File: src/rtl/ram32_32_pkg.sv
// Shared widths and types for the 32x32 register file.
// Optional macro: RAM32_32_ZERO_REG_EN (entry 0 hardwired to zero).
package ram32_32_pkg;

    localparam int unsigned DATA_W = 32;
    localparam int unsigned ADDR_W = 5;
    localparam int unsigned DEPTH  = 2 ** ADDR_W;

    typedef logic [DATA_W-1:0] word_t;
    typedef logic [ADDR_W-1:0] addr_t;

endpackage

File: src/rtl/ram32_32.sv
// 32-entry x 32-bit register file: two combinational read ports, one synchronous write port.
// Build option: define RAM32_32_ZERO_REG_EN to hardwire entry 0 to zero (x0 semantics).
module ram32_32
    import ram32_32_pkg::*;
(
    input  logic              CLK,
    input  logic              RST,
    input  logic              WE3,
    input  logic [ADDR_W-1:0] A1,
    input  logic [ADDR_W-1:0] A2,
    input  logic [ADDR_W-1:0] A3,
    input  logic [DATA_W-1:0] WD3,
    output logic [DATA_W-1:0] RD1,
    output logic [DATA_W-1:0] RD2
);

    word_t mem [DEPTH];
    logic  wr_en;

`ifdef RAM32_32_ZERO_REG_EN
    assign wr_en = WE3 && (A3 != '0);
`else
    assign wr_en = WE3;
`endif

    // Reset wins over a write presented on the same edge.
    always_ff @(posedge CLK) begin
        if (RST) begin
            for (int unsigned i = 0; i < DEPTH; i++) begin
                mem[i] <= '0;
            end
        end else if (wr_en) begin
            mem[A3] <= WD3;
        end
    end

    // No write-through: a same-address read shows the old word until the edge.
    always_comb begin
`ifdef RAM32_32_ZERO_REG_EN
        RD1 = (A1 == '0) ? '0 : mem[A1];
        RD2 = (A2 == '0) ? '0 : mem[A2];
`else
        RD1 = mem[A1];
        RD2 = mem[A2];
`endif
    end

endmodule

File: config.mk
export PLATFORM = sky130hd
export DESIGN_NAME = ram32_32
export DESIGN_NICKNAME = d
export VERILOG_FILES = /design/src/rtl/ram32_32_pkg.sv /design/src/rtl/ram32_32.sv
export SDC_FILE = /design/constraint.sdc
export NUM_CORES = 2
export LEC_CHECK = 0
export CAP_MARGIN = 5
export CORE_MARGIN = 2
export CORE_UTILIZATION = 50
export CTS_CLUSTER_DIAMETER = 50
export CTS_CLUSTER_SIZE = 14
export DETAILED_ROUTE_END_ITERATION = 10
export PLACE_DENSITY_LB_ADDON = 0.05
export SYNTH_ARGS = -nofsm -noshare
export SYNTH_HDL_FRONTEND = slang
export SYNTH_SLANG_ARGS = --single-unit
File: constraint.sdc
create_clock -name CLK -period 2.7 [get_ports CLK]
set_input_delay 0.54 -clock CLK [delete_from_list [all_inputs] [get_ports CLK]]
set_output_delay 0.54 -clock CLK [all_outputs]
set_load 0.01 [all_outputs]
* Yosys cells after proc, flatten, opt, wreduce, memory -nomap -nowiden *
Memory sizes are Yosys's and may differ from the RTL's.
Index checks and enable logic that the tools add are counted.

storage, ports and cells
  word-level logic and storage cells = 10
  latch bits = 0
  memories kept = 1
  bits in writable memories = 1024
  output and inout port bits = 64
  bits in read-only memories = 0
  bits of input ports = 50
  register bits = 0

memories
  memory  words  width  rd ports  clocked after memory_dff  write ports  RTL line        RTL
  mem     32     32     2         0                         32           ram32_32.sv:17  word_t mem [DEPTH];

operators by class
  reductions and logical operators = 1
  divide/modulo/power cells = 0
  shift operators = 0
  muxes and demuxes = 8
  eq/ne operators = 0
  multipliers = 0
  magnitude comparators = 0
  bitwise operators = 0
  add/sub/neg operators = 0

operators with widths
  kind                 number
  32-bit 2-to-1 mux    1
  32-bit OR reduction  1
  1-bit 2-to-1 mux     6
  5-bit 2-to-1 mux     1

* Longest topological paths before layout *
  word-level depth = 5
  depth in mapped cells = 8
  depth with buffers taken out = 5

* Worst setup path before layout *
OpenSTA, ideal clock, no wires.

  path kind = input to output
  from = input A2[1]
  to = output RD2[25]
  data required time = 2160 ps
  setup slack = 486 ps
  arrival time = 1674 ps
  buffers on the path = 4
  stages = 8
  cells stage by stage = buf_4 buf_6 buf_6 buf_6 mux2i_1 a22oi_1 a31oi_1 nand3_1

on the way
  longest elaborated chain between the ends = 1

RTL lines
  what                     RTL line        RTL
  start, declared          ram32_32.sv:10  input logic [ADDR_W-1:0] A2,
  memory read 32 x 32 bit  n/a
  end, declared            ram32_32.sv:14  output logic [DATA_W-1:0] RD2

Every way passes these cells.

* Worst setup path after layout *
  from = input A2[1]
  to = output RD2[7]

Same word-level chain as after synthesis.

==> run_results.csv <==
group,metric,value,unit
run_status,outcome,"finished with violations",
run_status,violations,"negative setup slack",
worst_setup_path,crit_slowest_cell,"mux2i_1",
floorplanning,core.rowCount,123,
sta,slew_viol_final,0,
global_route,grt_pass1_vias,42320,
layout,multi_input_area,25720,um^2
worst_setup_path,cp_top_family,"buffers and inverters",
clocking,cts_sinks,1024,
logic_synthesis,ys_warn_count,0,
worst_setup_path,cp.arrival,2.34,ns
global_route,grt_pass1_wl,303.7,mm
clocking,clockBufferDepth,3,
worst_setup_path,critPathMaxStageDelay,0.21,ns
worst_setup_path,worstPathMaxFanout,8,
worst_setup_path,worstPathCellList,"buf_12 -> buf_16 -> buf_12 -> buf_12 -> buf_4 -> mux2i_1 -> a22o_1 -> nor3_2 -> buf_4 -> a31oi_4 -> nand3_2 -> buf_6",
layout,nets,5211,
sta,finalCritPeriodShare,106.8,%
worst_setup_path,crit_path_start,"A2[1]",
pwr,p_sw_share,25.95,%
worst_setup_path,worst_setup_path_start_kind,"primary input",
clocking,holdBufCountCts,0,
logic_synthesis,syn_area,56470,um^2
floorplanning,die_w,340.1,um
drt,routed_via_density,6.265,
layout,utilization,65.27,%
global_route,grt_overflow,0,
layout,top_regs,"mem: 1024 flops",
sta,slew_headroom,64.51,%
sta,rsz0062_at_grt,"true",
logic_synthesis,ys_seq_elements,1024,
pwr,seq_power_share,43.1,%
floorplanning,die_area,115600,um^2
drt,vias,42380,
clocking,htree_levels,4,
worst_setup_path,worstSetupPathType,"in2out",
layout,postLayoutCellArea,73230,um^2
drt,drt_pass1_iterations,8,
pwr,p_clk_share,41.6,%
drt,routed_wl,215.5,mm
sta,setup_ws,-0.1846,ns
pwr,p_sw,0.01135,W
layout,regMostFlops,"mem",
worst_setup_path,cp.required,2.16,ns
floorplanning,core,112200,um^2
clocking,numCtsBuffers,131,
placed_design,dp_hpwl,136.9,mm
sta,setup_viol,40,
drt,drc,0,
logic_synthesis,synth_cell_types,31,
sta,fmax,346.7,MHz
layout,largest_reg_flops,1024,
floorplanning,io_pins,114,
pwr,internal_power,0.03237,W
floorplanning,die_h,340.1,um
clocking,cts_tree,"done",
logic_synthesis,ys_seq_area_share,54.45,%
run,cap_violations,0,
worst_setup_path,crit_buf_inv,7,
layout,nFillCells,8280,
layout,drive_above_1_share,25.93,%
floorplanning,initial_utilization,50.33,%
layout,syn2layout_area_growth,29.68,%
logic_synthesis,synth.avg_cell_area,12.17,um^2
min_path,min_path_type,"in2reg",
worst_setup_path,cp_common_cell,"buf_12",
global_route,grt_usage,36.78,%
logic_synthesis,syn-num-nets,4690,
placed_design,dp_worst_setup_slack,-1.266,ns
worst_setup_path,endpoint_kind,"output port",
pwr,p_leak,29.24,nW
global_route,grt_max_degree,33,
logic_synthesis,synthCells,4640,
drt,ant_nets,0,
layout,final_cell_mix,"1024 x and2_1, 1024 x edfxtp_1, 964 x mux2i_1",
placed_design,postPlaceCellArea,63880,um^2
pwr,comb_power_share,15.3,%
clocking,root_buffer,"clkbuf_16",
worst_setup_path,cp_num_cells,12,
global_route,antenna_found_initial,17,
drt,drtIter0Drc,5062,
placed_design,numPortBuffers,113,
layout,seq_area,30750,um^2
sta,fin_tns_setup,-2.409,ns
sta,worst_pin_slew,0.5323,ns
drt,wl_per_cell,31.86,um
sta,hold_violations,0,
clocking,cts.clk_slew.worst_paths,0.06,ns
placed_design,gp_congestion,0.9179,
pwr,power_density,597.0,nW/um^2
pwr,irDropWorstVdd,0.5292,mV
worst_setup_path,cp-endpoint,"RD2[7]",
sta,layout_min_cycle_time,2.885,ns
[Yosys cell counts, drive strengths merged]
| master | number | area [um^2] |
|---|---|---|
| nand2 | 196 | 738.2 |
| nand3b | 4 | 42.54 |
| a22o | 128 | 1121 |
| nand3 | 194 | 983.4 |
| edfxtp | 1024 | 30750 |
| nor2b | 4 | 25.02 |
| a21oi | 192 | 960.9 |
| or3b | 2 | 22.52 |
| and2 | 1026 | 6419 |
| nand2b | 5 | 31.28 |
| mux2i | 1024 | 10250 |
| nor3 | 64 | 320.3 |
| a31oi | 64 | 400.4 |
| a22oi | 192 | 1441 |
| or3 | 2 | 17.52 |
| and2b | 1 | 7.510 |
| or2 | 34 | 212.7 |
| buf | 189 | 1380 |
| clkbuf | 259 | 1070 |
| nor2 | 36 | 275.3 |
[power by group through the flow]
stage          combinational (W)  sequential, W  clock, W
2_1_floorplan            0.00282         0.0190         0
3_3_place_gp             0.00551         0.0191         0
3_5_place_dp             0.00553         0.0191         0
4_1_cts                  0.00638         0.0188    0.0183
5_1_grt                  0.00690         0.0189    0.0189
6_report                 0.00669         0.0188    0.0182
[layout make-up]
class	instances	area share, %
multi-input cells	3168	35.12
flip-flops and latches	1024	41.99
diodes	4	0.01367
repair buffers	836	14.19
well taps	1500	2.563
clock inverters	81	1.340
clock buffers	151	4.782
[what timing repair did]
| item | CTS | global route |
|---|---|---|
| resized for setup | 763 | 161 |
| setup buffers | 111 | 34 |
| pin swaps | 205 | 146 |
| endpoints found under the setup margin | 64 | 63 |
| cloned | 28 | 5 |
[how the worst min path moves through the flow]
stage	startpoint	end	slack, ns	depth (start not counted)
2_1_floorplan	WD3[31]	mem[0][31]	0.74	1
3_3_place_gp	WD3[16]	mem[24][16]	1.49	3
3_5_place_dp	WD3[9]	mem[30][9]	1.50	3
4_1_cts	WD3[16]	mem[2][16]	0.71	3
5_1_grt	WD3[16]	mem[31][16]	0.74	3
6_report	WD3[16]	mem[26][16]	0.74	3
[per-stage QoR]
| stage | hold WS, ns | instances | total power, W |
|---|---|---|---|
| floorplan | 0.7382 | 4640 | 0.02180 |
| global placement | 1.493 | 6392 | 0.02457 |
| detailed placement | 1.498 | 6392 | 0.02463 |
| CTS | 0.7087 | 6740 | 0.04347 |
| global route | 0.7443 | 6760 | 0.04476 |
| finish | 0.7422 | 6764 | 0.04372 |
[cells by family after synthesis]
family	Yosys count	share of synthesized area, %
AO/OA/AOI/OAI	576	6.949
buffers and inverters	448	4.338
flip-flops	1024	54.45
multiplexers	1024	18.15
AND/OR/NAND/NOR	1568	16.11
[metal layers]
metal  up-vias  GRT usage [%]  part of all wire (%)
li1      18080              -                     -
met1     21270          47.89                    39
met2      2395          58.44                    46
met3       630          7.808                   9.9
met4         4          18.32                   5.9
met5         -              0                 0.013
Note: power is estimated with default switching activity, not from simulation.
